$ cat config.mk
export PLATFORM = sky130hd
export DESIGN_NAME = movegen_seq_flat
export DESIGN_NICKNAME = d
export VERILOG_FILES = /design/src/rtl/chess_pkg.sv /design/src/rtl/movegen_seq_if.sv /design/src/rtl/sq_mask_enc.sv /design/src/rtl/movegen_seq.sv /design/src/flat_wrapper.sv
export SDC_FILE = /design/constraint.sdc
export NUM_CORES = 1
export LEC_CHECK = 0
export ABC_AREA = 0
export CAP_MARGIN = 10
export CORE_ASPECT_RATIO = 0.8
export CORE_MARGIN = 2
export CORE_UTILIZATION = 64
export DETAILED_ROUTE_END_ITERATION = 7
export GPL_TIMING_DRIVEN = 0
export PLACE_DENSITY = 0.86
export SLEW_MARGIN = 10
export SYNTH_ARGS = -nofsm -noshare
export SYNTH_HDL_FRONTEND = slang
export SYNTH_SLANG_ARGS = --single-unit
$ cat constraint.sdc
create_clock -name clk -period 22.5 [get_ports clk]
set_input_delay 2.25 -clock clk [delete_from_list [all_inputs] [get_ports clk]]
set_output_delay 2.25 -clock clk [all_outputs]
set_load 0.03 [all_outputs]
$ cat src/rtl/chess_pkg.sv
// Shared definitions for the chess-engine move-generation sequencer:
// engine command opcodes, engine response bit positions and the FSM states.
package chess_pkg;

    localparam logic [7:0] OP_ENABLE_ALL  = 8'h60;
    localparam logic [7:0] OP_SET_ENABLE  = 8'h80;
    localparam logic [7:0] OP_FIND_VICTIM = 8'hC0;
    localparam logic [7:0] OP_FIND_AGGR   = 8'hE0;

    localparam int SIDE_BIT        = 4;
    localparam int ENG_ILLEGAL_BIT = 7;
    localparam int ENG_NONE_BIT    = 6;

    typedef enum logic [3:0] {
        S_IDLE,
        S_EN_ALL,
        S_V_RESTORE,
        S_V_FIND,
        S_V_SAMPLE,
        S_A_EN_ALL,
        S_A_FIND,
        S_A_SAMPLE,
        S_EMIT,
        S_A_DIS,
        S_DONE
    } state_t;

    // FIND opcodes carry the side to move in bit 4.
    function automatic logic [7:0] with_side(input logic [7:0] op, input logic side);
        logic [7:0] r;
        r = op;
        r[SIDE_BIT] = side;
        return r;
    endfunction

endpackage

$ cat src/rtl/movegen_seq_if.sv
// Move stream handshake: the sequencer is the master, the move consumer the slave.
interface movegen_seq_if;

    logic       mv_valid;
    logic       mv_ready;
    logic [5:0] mv_from;
    logic [5:0] mv_to;

    modport master (output mv_valid, output mv_from, output mv_to, input mv_ready);
    modport slave  (input mv_valid, input mv_from, input mv_to, output mv_ready);

endinterface

$ cat src/rtl/sq_mask_enc.sv
// Lowest-set-bit encoder over a 64-square mask; the caller clears the bit.
module sq_mask_enc (
    input  logic [63:0] mask,
    output logic [5:0]  idx,
    output logic        any
);

    // Scan from the top so the lowest set square is the last one written.
    always_comb begin
        idx = '0;
        for (int i = 63; i >= 0; i--) begin
            if (mask[i]) idx = 6'(i);
        end
    end

    assign any = |mask;

endmodule

$ cat src/rtl/movegen_seq.sv
// Move-generation sequencer: drives the chess engine one command per cycle,
// walks victims and their aggressors, and streams the resulting moves.
module movegen_seq
    import chess_pkg::*;
#(
    parameter int CNT_W = 8
) (
    input  logic             clk,
    input  logic             rst,
    input  logic             start,
    input  logic             side,
    input  logic             abort,
    output logic [7:0]       cmd_addr,
    output logic [5:0]       cmd_data,
    input  logic [7:0]       eng_data,
    movegen_seq_if.master    mv,
    output logic             busy,
    output logic             done,
    output logic             illegal,
    output logic [CNT_W-1:0] move_count
);

    state_t      state;
    state_t      state_nxt;
    logic        side_q;
    logic [63:0] done_mask;
    logic [63:0] work_mask;
    logic [5:0]  victim;
    logic [5:0]  from_sq;
    logic        first_sample;
    logic [5:0]  work_idx;
    logic        work_any;
    logic        mv_valid;

    sq_mask_enc u_enc (
        .mask (work_mask),
        .idx  (work_idx),
        .any  (work_any)
    );

    // State register plus the run bookkeeping each state owns.
    always_ff @(posedge clk) begin
        if (rst) begin
            state      <= S_IDLE;
            side_q     <= 1'b0;
            done_mask  <= '0;
            illegal    <= 1'b0;
            move_count <= '0;
        end else begin
            state <= state_nxt;
            if (!abort) begin
                case (state)
                    S_IDLE: begin
                        if (start) begin
                            side_q       <= side;
                            done_mask    <= '0;
                            illegal      <= 1'b0;
                            move_count   <= '0;
                            first_sample <= 1'b1;
                        end
                    end
                    S_EN_ALL: work_mask <= done_mask;
                    S_V_RESTORE: begin
                        if (work_any) work_mask[work_idx] <= 1'b0;
                    end
                    S_V_SAMPLE: begin
                        first_sample <= 1'b0;
                        if (first_sample && eng_data[ENG_ILLEGAL_BIT]) begin
                            illegal <= 1'b1;
                        end else if (!eng_data[ENG_NONE_BIT]) begin
                            victim <= eng_data[5:0];
                        end
                    end
                    S_A_SAMPLE: begin
                        if (eng_data[ENG_NONE_BIT]) done_mask[victim] <= 1'b1;
                        else                        from_sq <= eng_data[5:0];
                    end
                    S_EMIT: begin
                        if (mv.mv_ready && (move_count != '1)) move_count <= move_count + 1'b1;
                    end
                    default: ;
                endcase
            end
        end
    end

    // Next state, engine command and move-stream outputs; abort overrides all.
    always_comb begin
        state_nxt = state;
        cmd_addr  = with_side(OP_FIND_VICTIM, side_q);
        cmd_data  = '0;
        mv_valid  = 1'b0;
        done      = 1'b0;
        case (state)
            S_IDLE: begin
                if (start) state_nxt = S_EN_ALL;
            end
            S_EN_ALL: begin
                cmd_addr  = OP_ENABLE_ALL;
                state_nxt = S_V_RESTORE;
            end
            S_V_RESTORE: begin
                if (work_any) cmd_addr = OP_SET_ENABLE | {2'b00, work_idx};
                else          state_nxt = S_V_FIND;
            end
            S_V_FIND: state_nxt = S_V_SAMPLE;
            S_V_SAMPLE: begin
                if (first_sample && eng_data[ENG_ILLEGAL_BIT]) state_nxt = S_DONE;
                else if (eng_data[ENG_NONE_BIT])              state_nxt = S_DONE;
                else                                          state_nxt = S_A_EN_ALL;
            end
            S_A_EN_ALL: begin
                cmd_addr  = OP_ENABLE_ALL;
                state_nxt = S_A_FIND;
            end
            S_A_FIND: begin
                cmd_addr  = with_side(OP_FIND_AGGR, side_q);
                cmd_data  = victim;
                state_nxt = S_A_SAMPLE;
            end
            S_A_SAMPLE: begin
                cmd_addr  = with_side(OP_FIND_AGGR, side_q);
                cmd_data  = victim;
                state_nxt = eng_data[ENG_NONE_BIT] ? S_EN_ALL : S_EMIT;
            end
            S_EMIT: begin
                cmd_addr = with_side(OP_FIND_AGGR, side_q);
                cmd_data = victim;
                mv_valid = 1'b1;
                if (mv.mv_ready) state_nxt = S_A_DIS;
            end
            S_A_DIS: begin
                cmd_addr  = OP_SET_ENABLE | {2'b00, from_sq};
                state_nxt = S_A_FIND;
            end
            S_DONE: begin
                done      = 1'b1;
                state_nxt = S_IDLE;
            end
            default: state_nxt = S_IDLE;
        endcase
        if (abort) begin
            state_nxt = S_IDLE;
            mv_valid  = 1'b0;
            done      = 1'b0;
        end
    end

    assign busy        = (state != S_IDLE);
    assign mv.mv_valid = mv_valid;
    assign mv.mv_from  = from_sq;
    assign mv.mv_to    = victim;

endmodule
$ cat src/flat_wrapper.sv
// flat-port wrapper written by rule: the top's interface ports become plain ports
module movegen_seq_flat import chess_pkg::*;
#(
    parameter int CNT_W = 8
)
  (clk, rst, start, side, abort, cmd_addr, cmd_data, eng_data, busy, done, illegal, move_count, mv_mv_valid, mv_mv_from, mv_mv_to, mv_mv_ready);
  movegen_seq_if mv_i ();
  input  logic clk;
  input  logic rst;
  input  logic start;
  input  logic side;
  input  logic abort;
  output logic [7:0] cmd_addr;
  output logic [5:0] cmd_data;
  input  logic [7:0] eng_data;
  output logic busy;
  output logic done;
  output logic illegal;
  output logic [CNT_W-1:0] move_count;
  output wire logic [$bits(mv_i.mv_valid)-1:0] mv_mv_valid;
  output wire logic [$bits(mv_i.mv_from)-1:0] mv_mv_from;
  output wire logic [$bits(mv_i.mv_to)-1:0] mv_mv_to;
  input wire logic [$bits(mv_i.mv_ready)-1:0] mv_mv_ready;
  assign mv_mv_valid = mv_i.mv_valid;
  assign mv_mv_from = mv_i.mv_from;
  assign mv_mv_to = mv_i.mv_to;
  assign mv_i.mv_ready = mv_mv_ready;
  movegen_seq #(.CNT_W(CNT_W)) u_core (.clk(clk), .rst(rst), .start(start), .side(side), .abort(abort), .cmd_addr(cmd_addr), .cmd_data(cmd_data), .eng_data(eng_data), .mv(mv_i), .busy(busy), .done(done), .illegal(illegal), .move_count(move_count));
endmodule
# [Word level (Yosys, flattened, before mapping)]
# Cells that the tools add are included.
[classes] add_sub_neg=1 order_cmp=4 eq_ne=18 n_mux=95 n_bitwise=7 reduce_logical=24
[op_table] cell="$mux 6" n=65
[op_table] cell="$pmux 64 s2" n=2
[op_table] cell="$mux 64" n=3
[op_table] cell="$and 64x64->64" n=1
[op_table] cell="$not 64->64" n=1
[op_table] cell="$or 64x64->64" n=1
[op_table] cell="$reduce_or 64->1" n=1
[op_table] cell="$pmux 4 s9" n=1
[op_table] cell="$pmux 8 s4" n=1
[op_table] cell="$mux 4" n=6
[op_table] cell="$reduce_and 4->1" n=6
[op_table] cell="$eq 4x3->1 const B" n=4
[op_table] cell="$mux 8" n=2
[op_table] cell="$pmux 8 s2" n=1
[op_table] cell="$lt 6x7->1 const B" n=2
[op_table] cell="$demux 1 s6" n=2
[op_table] cell="$eq 4x4->1 const B" n=3
[op_table] cell="$ge 6x1->1 const B" n=2
[op_table] cell="$ne 2x2->1 const B" n=5
[op_table] cell="$mux 1" n=9
[op_table] cell="$add 8x1->8 const B" n=1
[op_table] cell="$eq 4x2->1 const B" n=2
[op_table] cell="$ne 8x8->1 const B" n=1
[op_table] cell="$reduce_bool 2->1" n=4
[op_table] cell="12 further kinds" n=23
[word_totals] ff_bits=155 input_bits=14 out_inout_bits=38 word_cells=158

# [Longest topological paths before layout]
[depth] depth_word=72 ltp_mapped=10 depth_no_buf=8

# [By module]
# From an unflattened synthesis, not the netlist that was laid out.
[unflattened] hier_cells=840 area_unflattened_um2=7468.4
[modules_own_cells] mod="movegen_seq" instances=1 cells_per_inst=695 area_each_um2=6581.3 seq_area_each_um2=3873.7
[modules_own_cells] mod="sq_mask_enc" instances=1 cells_per_inst=145 area_each_um2=887.1 seq_area_each_um2=0.0

# [Worst setup path before layout]
# No wires, ideal clock.
[synth_timing] path_type="input to register" start="input abort" end="register u_core.work_mask[0] (enable)" setup_time_ns=0.829 arrival_time_ns=12.693 required_time_ns=21.671 path_slack_ns=8.977 path_stages=3 n_path_buf=1 path_cell_list="or2_2 -> clkbuf_1 -> a2111oi_0"
[synth_via] elab_chain_cells=2
[synth_rtl] item="start, declared" line="flat_wrapper.sv:12" source="input logic abort;"
[synth_rtl] item="$not 1->1 (no line)"
[synth_rtl] item="$reduce_and 4->1 (no line)"
[synth_rtl] item="end signal, assigned" line="movegen_seq.sv:62" source="S_EN_ALL: work_mask <= done_mask;"
[synth_rtl] item="end, declared" line="movegen_seq.sv:27" source="logic [63:0] work_mask;"
# Every way passes these cells.
# A chain may end at the register's enable or synchronous reset.

# [Worst setup path after layout]
[layout_timing] start="input abort" end="output done"
[layout_via] elab_chain_cells=1
[layout_rtl] item="$mux 1" line="movegen_seq.sv:142" source="if (abort) begin"
[layout_rtl] item="end, declared" line="flat_wrapper.sv:17" source="output logic done;"
# Every way passes these cells.

==> summary.txt <==
Run status
  – Outcome: completed

Drt
  – Drt initial violations: 1129
  – Drt total wl: around 26000 um
  – First-pass DRT Iterations: 6
  – Vias after detailed routing: 7472
  – Number of remaining DRC errors: 0
  – Final ANT Viol Nets: 0
  – DR WL/cell: around 23 um
  – DR vias/cell: 6.76

Run
  – Number of max-cap violations: 0

Hold path
  – HP Class: flip-flop to flip-flop

Floorplan
  – I/O pin count: 52
  – Core area: approximately 0.012 mm2
  – DIE WIDTH: ~130 um
  – Site Rows: 36
  – Die area: 0.0135 mm2
  – Initial Util: about 66%
  – DIE HEIGHT: about 100 um

Clocking
  – Hold_buf cts: 0
  – Clk slew on worst S/H paths: 60 ps
  – H-tree depth: 4
  – Clk_lat worst skew: between 400 and 500 ps
  – Post-cts sizing count: 0
  – CTS buffer count: 17
  – Post-CTS Setup Bufs: 0
  – Sink Count: 155
  – CTS tree: done
  – CTS root buffer: clkbuf_16
  – Clk buf depth: 2

Synthesis
  – Synth cell types: 84
  – Most common cell in the netlist: nor2_1
  – Register bit total from synthesis: between 150 and 200
  – Mapped Area: around 0.008 mm2
  – Ys Warns: 0
  – Synthesized instance count: about 840
  – Most frequent cells after synthesis: nor2_1, a21oi_1, dfxtp_1, edfxtp_1, nand2_1
  – Post-synth EDFFs: between 70 and 80
  – Synth area leaders: edfxtp_1, dfxtp_1, a21oi_1
  – Primary FF master, synth: dfxtp_1
  – Post-synth top area cell: edfxtp_1
  – Avg Cell Area, Syn: around 9.6 um2
  – Top-area cell type share of the netlist area: about 29%
  – Post-synthesis sequential area ratio: roughly half
  – Ys async rst share: 0%
  – Syn Nets: around 860

Finish
  – ANT cells: 0
  – Reg area: roughly 0.0039 mm2
  – Final Instance Count excl. Fillers: around 1100
  – Fillers: between 800 and 900
  – Fin nets: 938
  – Final instance area: between 0.009 and 0.01 mm2
  – Util after Layout: between 70% and 80%
  – Layout area overhead: 17.5%
  – Proportion of layout cells with a drive suffix above 1: 11.7%
  – Multi-input gate area: a little under 0.004 mm2

Timing
  – Slew HR: between 15 and 20%
  – Final TNS setup: 0 ps
  – Max Slew Vio Count: 0
  – Final setup vio count: 0
  – Setup ws final: approximately 16000 ps
  – Final Skew: 10.8 ps
  – RSZ-0062 raised after global routing: no
  – Final min period: ~6000 ps
  – Peak Freq: about 0.16 GHz
  – Least-Margin Pin Slew: roughly 1200 ps
  – Final period util: ~27%
  – Hold Violations, Final: 0

Placement
  – Gpl congestion: roughly 0.99
  – Dpl hpwl: around 18000 um
  – Placed insts: roughly 1100
  – Pre-CTS setup slack: between 15000 and 20000 ps
  – Cell Area, Placed: ~0.009 mm2
  – Port buffer count: 51

Power
  – Leakage power: between 3 and 4 nW
  – Max VDD drop: ~0.000076 V
  – Power Dens Cells: between 60 and 70 mW/mm2

Global routing
  – Vias in the first global route: 6875
  – GRT Overall Usage: 38.2%
  – First-pass GRT wire length: 38600 um
  – Initial antenna violation count: 0
  – Largest net degree at the start of global routing: 17
  – Gr ovfl total: 0

Worst setup path
  – WS Path Type: input pin to output port
  – CP Capture Type: output port
  – Max FO, Critical Path: 7
  – Crit path DAT: ~3800 ps
  – Worst Path Required: 20250 ps
  – Worst setup SP type: input pin
-- registers in the layout, summed over array words and instances (netlist names) --
signal / cells
u_core.done_mask: 64
u_core.illegal: 1
u_core.state: 4
u_core.mv.mv_from: 6
u_core.move_count: 8
u_core.mv.mv_to: 6
u_core.work_mask: 64
u_core.first_sample: 1
u_core.side_q: 1
-- per-layer routing --
layer  vias up  global-route usage, %  wire length (um)
li1       3271                      -                 -
met1      3555                   52.8              9940
met2       553                   55.2             11300
met3        93                   11.6              3260
met4         0                   17.1               992
met5         -                      0                 0
-- cell usage in the layout (no fill, tap or decap), types with 4 or more instances in the layout --
cell,synthesis,final
a221oi_1,9,9
nor2_1,130,130
a31oi_1,12,12
inv_1,29,29
buf_2,4,13
nor4_2,6,7
dfxtp_1,78,78
a21oi_2,14,14
nor2b_1,14,14
mux2i_1,47,47
nor3_1,28,27
clkbuf_16,0,22
or3_1,7,7
nor3b_1,7,7
or3_4,4,4
clkdlybuf4s50_1,0,51
buf_1,6,6
clkbuf_1,18,20
nand3_1,6,6
nor4_4,4,4
nand2b_1,9,9
nor4_1,12,11
o31ai_1,5,5
o21ai_0,32,32
a21oi_1,126,126
edfxtp_1,77,77
and2_1,8,8
nand2_1,51,51
nor2_4,4,4
nand4_1,7,7
buf_6,4,5
xor2_1,5,5
-- worst max-delay path, cell delays in order --
cell and delay [ps]:
clkdlybuf4s50_1 590, nor3_1 270, clkdlybuf4s50_1 700
-- path summary, 6_finish.rpt --
check | from | end | slack (ps) | depth (start not counted)
worst min register to register | u_core.done_mask[45] | u_core.done_mask[45] | 460 | 2
worst max register to register | u_core.work_mask[17] | u_core.work_mask[19] | 19030 | 6
worst min-delay path | u_core.done_mask[45] | u_core.done_mask[45] | 460 | 2
worst max-delay path | abort | done | 16430 | 3
-- metrics by stage --
stage	power [mW]	hold slack (ps)
after floorplan	0.324	429
after global placement	0.334	444
after detailed placement	0.335	454
after CTS	0.615	469
after global routing	0.629	491
final	0.619	464
-- logic make-up after synthesis --
group / Yosys count / share of synthesized area, %
xor gates and xnor gates: 5 / 0.544
adders and majority gates: 1 / 0.155
AOI/OAI and AO/OA: 246 / 19.6
and+or+nand+nor: 324 / 22.3
DFF: 155 / 48.1
muxes: 47 / 5.84
buffers and inverters: 64 / 3.48
-- power by group --
group          switching, mW  internal (mW)  total (mW)
clock                  0.116          0.173       0.290
sequential           0.00316          0.297       0.301
combinational         0.0191         0.0101      0.0291
-- final cells by class --
cell class / instances / share of cell area, %
inverter: 30 / 1.19
multi-input combinational: 623 / 41.4
tap: 171 / 2.26
clock buffer: 24 / 5.90
sequential: 155 / 40.9
buffer: 34 / 1.77
timing repair buffer: 62 / 6.07
clock inverter: 7 / 0.476
No activity file was read; power rests on OpenSTA's default activity.
